## src/rtl/fetch_unit_if.sv

```systemverilog
// Fetch-stage bus: instruction-memory address/data, IR handoff to decode,
// redirect/stall controls and status back to the pipeline.
interface fetch_unit_if #(
    parameter int ADDR_W = 8,
    parameter int INST_W = 16
);
    logic [ADDR_W-1:0] pc_out;
    logic [INST_W-1:0] inst_in;
    logic [INST_W-1:0] ir_out;
    logic [ADDR_W-1:0] ir_pc;
    logic              ir_valid;
    logic              decode_ready;
    logic              stall;
    logic              branch_taken;
    logic [ADDR_W-1:0] branch_target;
    logic              halted;
    logic [15:0]       fetch_cnt;

    modport master (
        output pc_out, ir_out, ir_pc, ir_valid, halted, fetch_cnt,
        input  inst_in, decode_ready, stall, branch_taken, branch_target
    );

    modport slave (
        input  pc_out, ir_out, ir_pc, ir_valid, halted, fetch_cnt,
        output inst_in, decode_ready, stall, branch_taken, branch_target
    );
endinterface

```

## src/rtl/fetch_unit.sv

```systemverilog
// S-Machine instruction fetch: PC, instruction register with valid/ready
// handoff to decode, branch redirect, stall and HALT detection.
module fetch_unit #(
    parameter int              ADDR_W   = 8,
    parameter int              INST_W   = 16,
    parameter logic [ADDR_W-1:0] RESET_PC = '0,
    parameter logic [3:0]      HALT_OPC = 4'hF
) (
    input  logic        clk,
    input  logic        rst_n,
    fetch_unit_if.master bus
);
    typedef enum logic {ST_FETCH, ST_HALT} state_t;

    state_t            state_reg, state_next;
    logic [ADDR_W-1:0] pc_reg, pc_next;
    logic [INST_W-1:0] ir_reg, ir_next;
    logic [ADDR_W-1:0] ir_pc_reg, ir_pc_next;
    logic              ir_valid_reg, ir_valid_next;
    logic [15:0]       cnt_reg, cnt_next;
    logic              halted_comb;

    logic accept, load, is_halt_word;

    assign accept       = ir_valid_reg & bus.decode_ready;
    assign load         = ~ir_valid_reg | bus.decode_ready;
    assign is_halt_word = (bus.inst_in[INST_W-1 -: 4] == HALT_OPC);

    // State register
    always_ff @(posedge clk or negedge rst_n) begin
        if (!rst_n) begin
            state_reg <= ST_FETCH;
        end else begin
            state_reg <= state_next;
        end
    end

    // Next-state logic: branch overrides everything, stall freezes the FSM
    always_comb begin
        state_next = state_reg;
        if (bus.branch_taken) begin
            state_next = ST_FETCH;
        end else if (!bus.stall && state_reg == ST_FETCH && load && is_halt_word) begin
            state_next = ST_HALT;
        end
    end

    // Output logic
    always_comb begin
        halted_comb = (state_reg == ST_HALT);
    end

    // Datapath next values, same priority order as the FSM
    always_comb begin
        pc_next       = pc_reg;
        ir_next       = ir_reg;
        ir_pc_next    = ir_pc_reg;
        ir_valid_next = ir_valid_reg;
        if (bus.branch_taken) begin
            pc_next       = bus.branch_target;
            ir_valid_next = 1'b0;
        end else if (bus.stall) begin
            if (accept) begin
                ir_valid_next = 1'b0;
            end
        end else if (state_reg == ST_FETCH) begin
            if (load) begin
                ir_next       = bus.inst_in;
                ir_pc_next    = pc_reg;
                ir_valid_next = 1'b1;
                // A HALT word parks the PC on itself
                if (!is_halt_word) begin
                    pc_next = pc_reg + {{(ADDR_W-1){1'b0}}, 1'b1};
                end
            end
        end else begin
            if (accept) begin
                ir_valid_next = 1'b0;
            end
        end
    end

    // Accepted instructions count regardless of branch or stall; saturates
    always_comb begin
        cnt_next = cnt_reg;
        if (accept && cnt_reg != 16'hFFFF) begin
            cnt_next = cnt_reg + 16'd1;
        end
    end

    always_ff @(posedge clk or negedge rst_n) begin
        if (!rst_n) begin
            pc_reg       <= RESET_PC;
            ir_reg       <= '0;
            ir_pc_reg    <= '0;
            ir_valid_reg <= 1'b0;
            cnt_reg      <= '0;
        end else begin
            pc_reg       <= pc_next;
            ir_reg       <= ir_next;
            ir_pc_reg    <= ir_pc_next;
            ir_valid_reg <= ir_valid_next;
            cnt_reg      <= cnt_next;
        end
    end

    assign bus.pc_out    = pc_reg;
    assign bus.ir_out    = ir_reg;
    assign bus.ir_pc     = ir_pc_reg;
    assign bus.ir_valid  = ir_valid_reg;
    assign bus.halted    = halted_comb;
    assign bus.fetch_cnt = cnt_reg;
endmodule

```

## src/flat_wrapper.sv

```systemverilog
// flat-port wrapper written by rule: the top's interface ports become plain ports
module fetch_unit_flat 
#(
    parameter int              ADDR_W   = 8,
    parameter int              INST_W   = 16,
    parameter logic [ADDR_W-1:0] RESET_PC = '0,
    parameter logic [3:0]      HALT_OPC = 4'hF
)
  (clk, rst_n, bus_pc_out, bus_ir_out, bus_ir_pc, bus_ir_valid, bus_halted, bus_fetch_cnt, bus_inst_in, bus_decode_ready, bus_stall, bus_branch_taken, bus_branch_target);
  fetch_unit_if #(.ADDR_W(ADDR_W), .INST_W(INST_W)) bus_i ();
  input  logic clk;
  input  logic rst_n;
  output wire logic [$bits(bus_i.pc_out)-1:0] bus_pc_out;
  output wire logic [$bits(bus_i.ir_out)-1:0] bus_ir_out;
  output wire logic [$bits(bus_i.ir_pc)-1:0] bus_ir_pc;
  output wire logic [$bits(bus_i.ir_valid)-1:0] bus_ir_valid;
  output wire logic [$bits(bus_i.halted)-1:0] bus_halted;
  output wire logic [$bits(bus_i.fetch_cnt)-1:0] bus_fetch_cnt;
  input wire logic [$bits(bus_i.inst_in)-1:0] bus_inst_in;
  input wire logic [$bits(bus_i.decode_ready)-1:0] bus_decode_ready;
  input wire logic [$bits(bus_i.stall)-1:0] bus_stall;
  input wire logic [$bits(bus_i.branch_taken)-1:0] bus_branch_taken;
  input wire logic [$bits(bus_i.branch_target)-1:0] bus_branch_target;
  assign bus_pc_out = bus_i.pc_out;
  assign bus_ir_out = bus_i.ir_out;
  assign bus_ir_pc = bus_i.ir_pc;
  assign bus_ir_valid = bus_i.ir_valid;
  assign bus_halted = bus_i.halted;
  assign bus_fetch_cnt = bus_i.fetch_cnt;
  assign bus_i.inst_in = bus_inst_in;
  assign bus_i.decode_ready = bus_decode_ready;
  assign bus_i.stall = bus_stall;
  assign bus_i.branch_taken = bus_branch_taken;
  assign bus_i.branch_target = bus_branch_target;
  fetch_unit #(.ADDR_W(ADDR_W), .INST_W(INST_W), .RESET_PC(RESET_PC), .HALT_OPC(HALT_OPC)) u_core (.clk(clk), .rst_n(rst_n), .bus(bus_i));
endmodule
```

## config.mk

```make
export PLATFORM = sky130hd
export DESIGN_NAME = fetch_unit_flat
export DESIGN_NICKNAME = d
export VERILOG_FILES = /design/src/rtl/fetch_unit_if.sv /design/src/rtl/fetch_unit.sv /design/src/flat_wrapper.sv
export SDC_FILE = /design/constraint.sdc
export NUM_CORES = 1
export LEC_CHECK = 0
export CAP_MARGIN = 10
export CELL_PAD_IN_SITES_DETAIL_PLACEMENT = 0
export CELL_PAD_IN_SITES_GLOBAL_PLACEMENT = 1
export CORE_MARGIN = 3
export CORE_UTILIZATION = 43
export CTS_CLUSTER_SIZE = 16
export DETAILED_ROUTE_END_ITERATION = 6
export DONT_BUFFER_PORTS = 1
export PLACE_DENSITY_LB_ADDON = 0.1
export SLEW_MARGIN = 20
export SYNTH_ARGS = -nofsm -noshare
export SYNTH_HDL_FRONTEND = slang
export SYNTH_SLANG_ARGS = --single-unit
```

## constraint.sdc

```tcl
create_clock -name clk -period 1.57 [get_ports clk]
set_input_delay 0.157 -clock clk [delete_from_list [all_inputs] [get_ports clk]]
set_output_delay 0.157 -clock clk [all_outputs]
set_load 0.005 [all_outputs]
```

==> results of run 1 <==
-- synthesized netlist by cell type --
cell type / n / area share, %
o21a_1: 1 / 0.33
mux2i_1: 1 / 0.45
nand2b_1: 1 / 0.28
xnor2_1: 4 / 1.6
and4_4: 1 / 0.50
nor4_2: 1 / 0.56
nor2_2: 1 / 0.28
xor2_1: 13 / 5.1
nand3_1: 4 / 0.89
and2_1: 2 / 0.56
nand4_1: 8 / 2.2
or3_1: 5 / 1.4
ha_1: 2 / 1.1
or4_1: 1 / 0.33
nand2_4: 1 / 0.50
and3_1: 2 / 0.56
o31ai_1: 1 / 0.33
clkbuf_1: 2 / 0.33
a31oi_1: 5 / 1.4
nor4_4: 1 / 0.95
mux2_2: 25 / 13
nor3_2: 3 / 1.3
and4_1: 4 / 1.6
nor4_1: 2 / 0.56
nor2_1: 8 / 1.3
buf_4: 2 / 0.67
buf_6: 2 / 1.0
dfrtp_1: 50 / 56
a41oi_2: 1 / 0.73
a21oi_1: 1 / 0.22
nand2_1: 14 / 2.3
o21ai_0: 7 / 1.6
inv_1: 3 / 0.50
nor3_1: 1 / 0.22
-- final timing paths --
check,slack (ns),start,cells past startpoint,to
worst max-delay path,0.07,u_core.bus.fetch_cnt[1],5,u_core.bus.fetch_cnt[13]
worst max register to register,0.07,u_core.bus.fetch_cnt[1],5,u_core.bus.fetch_cnt[13]
worst min register to register,0.54,u_core.bus.fetch_cnt[10],1,u_core.bus.fetch_cnt[10]
min in group asynchronous,0.39,rst_n,2,u_core.bus.ir_out[0]
worst min-delay path,0.01,bus_branch_target[4],2,u_core.bus.pc_out[4]
max in group asynchronous,0.96,rst_n,2,u_core.bus.ir_valid
-- through the flow --
stage	utilization (%)	hold WS (ns)	cells	TNS (ns)	total power (W)
floorplan	-	-0.139	180	-0.0205	0.00199
global placement	51.5	-0.137	270	0	0.00220
detailed placement	51.5	-0.137	270	-0.120	0.00223
CTS	58.5	0.000317	299	0	0.00308
global route	59.9	0.00547	305	-0.0314	0.00326
finish	59.9	0.0147	305	0	0.00305
-- where the power goes --
part | total, W | internal (W) | switching [W]
Sequential | 0.00166 | 0.00150 | 0.000166
Combinational | 0.000626 | 0.000357 | 0.000269
Clock | 0.000757 | 0.000356 | 0.000401
Total | 0.00305 | 0.00221 | 0.000836
-- area by class of cell --
cell class | instances | share of cell area (%)
repair buffers | 56 | 17.5
multi-input cells | 121 | 33.4
inverters | 3 | 0.385
flip-flops and latches | 50 | 42.8
clock inverters | 1 | 0.171
clock buffers | 7 | 2.95
well taps | 67 | 2.87
-- kinds of logic (layout without fill, tap and decap cells) --
| kind of cell | count (synthesis) | in the layout | share of synthesized area (%) |
|---|---|---|---|
| buffers and inverters | 9 | 67 | 2.51 |
| AOI/OAI and AO/OA | 16 | 16 | 4.57 |
| DFF | 50 | 50 | 55.8 |
| adders and majority gates | 2 | 2 | 1.12 |
| xor gates and xnor gates | 17 | 17 | 6.64 |
| and+or+nand+nor | 60 | 60 | 16.4 |
| muxes | 26 | 26 | 13.0 |
-- worst max-delay path, stage by stage (launching register included) --
cell and delay, ns:
dfrtp_1 0.39, ha_2 0.20, and4_4 0.17, and4_4 0.23
nor4_2 0.28, xor2_1 0.16
-- per-layer routing --
metal	vias up	GRT usage [%]	share of wire [%]
met1	768	20.6	40
met3	2	7.45	9.4
met4	0	4.20	0.38
met5	-	0	0
met2	65	28.3	50
li1	760	-	-
-- timing repair --
| action | in CTS | in global routing |
|---|---|---|
| hold buffers | 21 | 3 |
| pin swaps | 0 | 6 |
| hold endpoints to repair | 69 | 3 |
| buffers inserted | 0 | 3 |
| cloned | 0 | 0 |
| gates resized for setup | 4 | 6 |
| endpoints found under the setup margin | 7 | 32 |
==> qor.yml, run 1 <==
floorplan:
  num_rows: 25
  ios: 79
  fp.coreArea_um2: 4880
  die_w_um: 78.2
  dieHeight_um: 78.2
  die_area_um2: 6120
  start_util_pct: 46.0
global_route:
  antenna_found_initial: 0
  grt-ovfl-total: 0
  grt_max_degree: 51
  track_usage_pct: 17.2
  grt_first_pass_wirelength_mm: 8.19
  grt_pass1_vias: 1672
routing:
  drt-initial-drc-count: 60
  totalWireLength_mm: 5.05
  ant_nets: 0
  drc: 0
  num_vias: 1595
  vias_per_cell: 5.23
  first_pass_iters: 4
  wire_per_inst_um: 16.5
clock_tree:
  root_buffer: "clkbuf_8"
  cts_tree: "yes"
  cts_buffer_depth: 2
  cts-buffers-inserted: 5
  cts-htree-levels: 2
  cts.sink_count: 50
  clock_latency_ns: 0.29
  path_clk_slew_ns: 0.09
final_layout:
  final_nets: 268
  multi_input_area_um2: 976
  diodes: 0
  design_area_um2: 2930
  fill_cells: 423
  layout_common_cells: "dfrtp_1, buf_4, mux2_2"
  syn_to_final_growth_pct: 30.4
  layout_commonest_cell: "dfrtp_1"
  regArea_um2: 1250
  drive_gt1_share_pct: 34.5
status:
  status: "finished clean"
timing:
  worst_slew_pin_slew_ns: 0.330
  worst_slack_ns: 0.0665
  drv_slew: 0
  rsz0062_at_grt: "true"
  hold_viol: 0
  max_slew_margin_pct: 78.0
  setup-violations-final: 0
  finalCritPeriodShare_pct: 95.8
  max_freq_ghz: 0.665
  min_period_ns: 1.50
  finClkSkew_ns: 0.00247
synthesis:
  yosysWarnings: 0
  synthCells: 180
  ys_types: 34
  synth_nets: 211
  synth_area_um2: 2240
  postSynthAreaPerCell_um2: 12.5
  ys_seq_elements: 50
  seq_area_frac_synth_pct: 55.8
placed_design:
  placed_area_um2: 2510
  place_congestion: 0.730
  dp_hpwl_mm: 3.47
  portBuffers: 0
  detailedPlace.worstSlack_ns: -0.0498
power:
  vdd_drop_max_v: 0.000471
  powerDensity_nw_per_um2: 1040
  leakage_nw: 1.31
critical_path:
  cp.arrival_ns: 1.73
  critPathRequiredTime_ns: 1.80
  cp_max_fo: 6
  critPathLaunchType: "register"
  crit_path_end_kind: "register"
  worstSetupPathType: "reg2reg"
run:
  drv_cap: 0
hold_path:
  hp-class: "in2reg"
Note: power is estimated with default switching activity, not from simulation.
==> run 2, diff against run 1 <==
==> constraint.sdc (replaced) <==
create_clock -name clk -period 1.57 [get_ports clk]
set_input_delay 0.0785 -clock clk [delete_from_list [all_inputs] [get_ports clk]]
set_output_delay 0.0785 -clock clk [all_outputs]
set_load 0.005 [all_outputs]
==> run 2 against run 1 <==
Register-to-register slack about the same; sequential cell count stayed put; clock-buffer cell count unchanged; critical path depth stayed put; core utilization up 0.82 points; non-clock buffer count increased by 4; via count grew 0.94%; maximum frequency is essentially flat; final area is 1.4% higher; setup slack got worse by 0.00060 ns; largest power group unchanged; cell count increased by 1.3%; critical path type unchanged.
==> qor.yml, run 2 (same netlist as run 1, synthesis figures left out) <==
critical_path:
  critPathRequiredTime_ns: 1.79  # about the same
  crit_path_end_kind: "register"
  worstSetupPathType: "reg2reg"
  cpMostUsedCell: "and4_4"
  slowest_stage: "dfrtp_1"
  critPathLaunchType: "register"
  r2r_slack_ns: 0.07  # about the same
  crit_path_cell_trace: "ha_2 -> and4_4 -> and4_4 -> nor4_2 -> xor2_1"
  cp.arrival_ns: 1.73  # about the same
  crit_family: "simple AND/OR/NAND/NOR gates"
  cp_max_fo: 6  # unchanged
  path_buf_inv: 0  # unchanged
  critPathMaxStageDelay_ns: 0.39  # about the same
placed_design:
  dp_hpwl_mm: 3.47  # unchanged
  portBuffers: 0  # unchanged
  place_inst: 270  # unchanged
  place_congestion: 0.730  # unchanged
routing:
  totalWireLength_mm: 5.05  # about the same
  drc: 0  # unchanged
  drt-initial-drc-count: 63  # +5.0%
  num_vias: 1610  # +0.94%
  first_pass_iters: 4  # unchanged
  ant_nets: 0  # unchanged
  vias_per_cell: 5.21  # -0.37%
  wire_per_inst_um: 16.3  # -1.3%
global_route:
  grt-ovfl-total: 0  # unchanged
  grt_max_degree: 51  # unchanged
  track_usage_pct: 17.3  # +0.098 points
  grt_pass1_vias: 1675  # +0.18%
  antenna_found_initial: 0  # unchanged
  grt_first_pass_wirelength_mm: 8.24  # +0.59%
final_layout:
  syn_to_final_growth_pct: 32.2
  drive_gt1_share_pct: 33.9  # -0.57 points
  fill_cells: 423  # unchanged
  multi_input_area_um2: 976  # unchanged
  postLayoutCoreUtil_pct: 60.8  # +0.82 points
  layoutNonFillerInstCount: 309  # +1.3%
  diodes: 0  # unchanged
  layout_common_cells: "dfrtp_1, buf_4, dlygate4sd3_1"
  final_nets: 272  # +1.5%
  layout_commonest_cell: "dfrtp_1"
  regArea_um2: 1250  # unchanged
clock_tree:
  path_clk_slew_ns: 0.08  # about the same
  cts-buffers-inserted: 5  # unchanged
  cts-htree-levels: 2  # unchanged
  clock_latency_ns: 0.30  # about the same
  cts.sink_count: 50  # unchanged
  cts_tree: "yes"
  root_buffer: "clkbuf_8"
  cts_buffer_depth: 2  # unchanged
timing:
  finClkSkew_ns: 0.00349  # +0.00102 ns
  max_slew_margin_pct: 77.3  # -0.64 points
  min_period_ns: 1.50  # +0.000599 ns
  max_freq_ghz: 0.665  # about the same
  worst_slew_pin_slew_ns: 0.340  # +0.00961 ns
  finalCritPeriodShare_pct: 95.8  # about the same
  setup-violations-final: 0  # unchanged
  whs_ns: 0.0768  # +0.0621 ns
  hold_viol: 0  # unchanged
  rsz0062_at_grt: "true"
  drv_slew: 0  # unchanged
power:
  vdd_drop_max_v: 0.000471  # about the same
  powerDensity_nw_per_um2: 1030  # -1.2%
  leakage_nw: 1.33  # +1.3%
hold_path:
  hp-class: "in2reg"
floorplan:
  die_w_um: 78.2  # unchanged
  fp.coreArea_um2: 4880  # unchanged
  num_rows: 25  # unchanged
  dieHeight_um: 78.2  # unchanged
  start_util_pct: 46.0  # unchanged
  ios: 79  # unchanged
  die_area_um2: 6120  # unchanged
status:
  status: "finished clean"
run:
  drv_cap: 0  # unchanged
[run 2: through the flow]
step / setup TNS (ns) / setup slack, ns / power, W / cell area (um^2)
after floorplan: -0.0205 / -0.0109 / 0.00199 / 2250
after global placement: 0 / 0.0163 / 0.00220 / 2510
after detailed placement: -0.120 / -0.0498 / 0.00223 / 2510
after CTS: 0 / 0.00610 / 0.00309 / 2910
after global routing: -0.0330 / -0.0183 / 0.00327 / 2970
final: 0 / 0.0659 / 0.00305 / 2970
[run 2: where the power goes]
group	leakage, nW	internal (W)	switching [W]	total, W
Clock	0.0482	0.000356	0.000399	0.000755
Sequential	0.614	0.00150	0.000165	0.00166
Combinational	0.665	0.000363	0.000271	0.000634
Total	1.33	0.00222	0.000834	0.00305
[run 2: timing repair]
item,4_1_cts,5_1_grt
resized for setup,4,6
pin swaps,0,6
setup buffers,0,3
endpoints found under the hold margin,75,1
endpoints found under the setup margin,7,32
hold buffers,27,1
[run 2: path summary, 6_finish.rpt]
kind	start	to	cells past startpoint
worst max-delay path	u_core.bus.fetch_cnt[1]	u_core.bus.fetch_cnt[13]	5
worst min-delay path	bus_stall	u_core.bus.ir_valid	4
worst max register to register	u_core.bus.fetch_cnt[1]	u_core.bus.fetch_cnt[13]	5
worst min register to register	u_core.bus.fetch_cnt[10]	u_core.bus.fetch_cnt[10]	1
max in group asynchronous	rst_n	u_core.bus.ir_valid	2
min in group asynchronous	rst_n	u_core.bus.ir_out[0]	2
[run 2: cell type report]
type	count	area share, %
clock buffer	7	2.91
clock inverter	1	0.169
inverter	3	0.380
multi-input combinational	121	32.9
sequential	50	42.2
tap	67	2.83
timing repair buffer	60	18.6
[run 2: tightest hold or removal path, cell delays in order]
cell     delay (ns)
nor2_2         0.03
buf_4          0.13
inv_1          0.05
a21oi_1        0.05
[run 2: per-layer routing]
layer	share of wire (%)	vias to the layer above	GRT usage [%]
met1	40	772	20.4
met2	50	68	28.8
met5	0	-	0
li1	-	768	-
met4	0.38	0	4.20
met3	9.5	2	7.68
==> run 3, diff against run 2 <==
Settings changed: CORE_MARGIN 3 to 4, SETUP_SLACK_MARGIN from default to 0.3.
==> run 3 against run 2 <==
Sequential share of layout area decreased by 4.8 points; routed wire length increased by 9.9%; first-iteration DRC count grew 13%; critical path type unchanged; setup slack got worse by 0.016 ns; global-route usage is 0.74 points higher; clock skew grew 0.0056 ns; register-to-register slack worse by 0.02 ns; critical path depth unchanged; via count increased by 5.7%; combinational power grew 52%.
==> qor.yml, run 3 (same netlist as run 1, synthesis figures left out) <==
clock_tree:
  cts-htree-levels: 2  # unchanged
  cts_buffer_depth: 2  # unchanged
  cts.sink_count: 50  # unchanged
  root_buffer: "clkbuf_8"
  clock_latency_ns: 0.30  # about the same
  cts-buffers-inserted: 5  # unchanged
  cts_tree: "yes"
  path_clk_slew_ns: 0.09  # about the same
final_layout:
  design_area_um2: 3350  # +13%
  final_nets: 287  # +5.5%
  diodes: 0  # unchanged
  syn_to_final_growth_pct: 49.2
  drive_gt1_share_pct: 41.6  # +7.7 points
  layout_commonest_cell: "dfrtp_1"
  layout_common_cells: "dfrtp_1, buf_4, dlygate4sd3_1"
  layoutNonFillerInstCount: 327  # +5.8%
timing:
  finClkSkew_ns: 0.00907  # +0.00558 ns
  min_period_ns: 1.52  # +0.0159 ns
  worst_slew_pin_slew_ns: 0.326  # -0.0132 ns
  fin_setup_tns_ns: 0  # unchanged
  setup-violations-final: 0  # unchanged
  hold_viol: 0  # unchanged
  max_slew_margin_pct: 78.2  # +0.83 points
  drv_slew: 0  # unchanged
  worst_slack_ns: 0.0500  # -0.0159 ns
  rsz0062_at_grt: "true"
  finalCritPeriodShare_pct: 96.8  # +1.0 points
  max_freq_ghz: 0.658  # -1.0%
critical_path:
  cp.arrival_ns: 1.74  # about the same
  crit_family: "simple AND/OR/NAND/NOR gates"
  crit_path_end_kind: "register"
  reg2reg_from: "u_core.bus.fetch_cnt[1]"
  critPathRequiredTime_ns: 1.79  # about the same
  r2r_end: "u_core.bus.fetch_cnt[12]"
  r2r_slack_ns: 0.05  # -0.02 ns
  cp_max_fo: 7  # +1
  slowest_stage: "dfrtp_1"
  r2r_cells: 5  # unchanged
  critPathMaxStageDelay_ns: 0.40  # about the same
  worstSetupPathType: "reg2reg"
  path_buf_inv: 0  # unchanged
  critPathLaunchType: "register"
  crit_path_cell_trace: "ha_2 -> and4_4 -> a41oi_4 -> and4_1 -> xor2_1"
floorplan:
  dieHeight_um: 80.2  # +2.6%
  die_area_um2: 6440  # +5.2%
  ios: 79  # unchanged
  num_rows: 26  # +4.0%
  fp.coreArea_um2: 5070  # +4.0%
  start_util_pct: 44.2  # -1.8 points
  die_w_um: 80.2  # +2.6%
global_route:
  antenna_found_initial: 0  # unchanged
  grt_pass1_vias: 1826  # +9.0%
  grt_max_degree: 51  # unchanged
  track_usage_pct: 18.0  # +0.74 points
  grt_first_pass_wirelength_mm: 8.80  # +6.9%
  grt-ovfl-total: 0  # unchanged
placed_design:
  place_inst: 273  # +1.1%
  portBuffers: 0  # unchanged
  placed_area_um2: 2630  # +4.6%
  detailedPlace.worstSlack_ns: -0.0443  # +0.00548 ns
  dp_hpwl_mm: 3.70  # +6.6%
  place_congestion: 0.776  # +6.4%
routing:
  num_vias: 1701  # +5.7%
  wl_met1_mm: 2.29  # +12%
  totalWireLength_mm: 5.55  # +9.9%
  wl_met2_mm: 2.87  # +14%
  vias_per_cell: 5.20  # -0.16%
  dr.max_layer_used: "met4"
  wire_per_inst_um: 17.0  # +3.9%
  ant_nets: 0  # unchanged
  drt-initial-drc-count: 71  # +13%
  drc: 0  # unchanged
  routed-wl-met3_um: 366  # -24%
  first_pass_iters: 4  # unchanged
status:
  status: "finished clean"
power:
  internal-power_w: 0.00245  # +11%
  p_comb_share_pct: 28.3  # +7.5 points
  vdd_drop_max_v: 0.000494  # +4.8%
  p_seq_share_pct: 49.3  # -5.2 points
  switching_share_pct: 27.8  # +0.44 points
  p_sw_w: 0.000944  # +13%
  power_frac_clock_pct: 22.5  # -2.2 points
  powerDensity_nw_per_um2: 1020  # -1.4%
  leakage_nw: 1.55  # +17%
  p_total_w: 0.00340  # +11%
hold_path:
  hp-class: "in2reg"
  min_from: "bus_decode_ready"
  holdPathEnd: "u_core.bus.ir_valid"
  hold_depth: 2  # -2
run:
  drv_cap: 0  # unchanged
==> run 3: cell type report <==
| class | instances | area [um^2] |
|---|---|---|
| fillers | 394 | 1730 |
| multi-input cells | 121 | 1150 |
| clock buffers | 6 | 82.6 |
| inverters | 3 | 11.3 |
| flip-flops and latches | 50 | 1250 |
| repair buffers | 75 | 754 |
| well taps | 70 | 87.6 |
| clock inverters | 2 | 12.5 |
==> run 3: power groups by stage <==
stage	Sequential, W	Combinational [W]	Clock, W
floorplan	0.00171	0.000351	0
global route	0.00170	0.00104	0.000843
CTS	0.00168	0.000862	0.000791
global placement	0.00170	0.000616	0
detailed placement	0.00171	0.000642	0
finish	0.00167	0.000961	0.000764
==> run 3: worst max-delay path by stage <==
stage	startpoint	slack [ns]	depth (start not counted)	to
2_1_floorplan	u_core.bus.fetch_cnt[0]	0.08	6	u_core.bus.fetch_cnt[15]
3_3_place_gp	u_core.bus.ir_valid	0.02	4	u_core.bus.fetch_cnt[13]
3_5_place_dp	u_core.bus.ir_valid	-0.04	4	u_core.bus.fetch_cnt[13]
4_1_cts	u_core.bus.ir_valid	0.05	4	u_core.bus.fetch_cnt[13]
5_1_grt	u_core.bus.fetch_cnt[1]	-0.06	5	u_core.bus.fetch_cnt[13]
6_report	u_core.bus.fetch_cnt[1]	0.05	5	u_core.bus.fetch_cnt[12]
==> run 3: worst reg2reg max path: cells and delay by family, from the launching register on <==
| family | cells | cell delay [ns] |
|---|---|---|
| AND/OR/NAND/NOR | 2 | 0.42 |
| flip-flops | 1 | 0.40 |
| AO/OA/AOI/OAI | 1 | 0.26 |
| adder cells (fa/ha/maj) | 1 | 0.20 |
| XOR/XNOR | 1 | 0.16 |
==> run 3: routing by layer <==
metal / vias to the layer above / global-route usage [%]
met5: - / 0
met4: 0 / 3.55
met3: 2 / 4.93
met2: 61 / 31.9
met1: 845 / 21.9
li1: 793 / -
==> run 3: metrics by stage <==
step | utilization (%) | hold WS (ns)
after global placement | 51.8 | -0.216
after CTS | 63.3 | -0.551
after global routing | 66.0 | 0.0115
after floorplan | - | -0.217
after detailed placement | 51.8 | -0.216
final | 66.0 | 0.0185
==> run 3: what timing repair did <==
action	CTS	global route
setup buffers	13	3
gates resized for setup	17	21
gates cloned	3	0
setup endpoints to repair	47	48
hold buffers	25	2
pin swaps	11	11
endpoints found under the hold margin	75	50
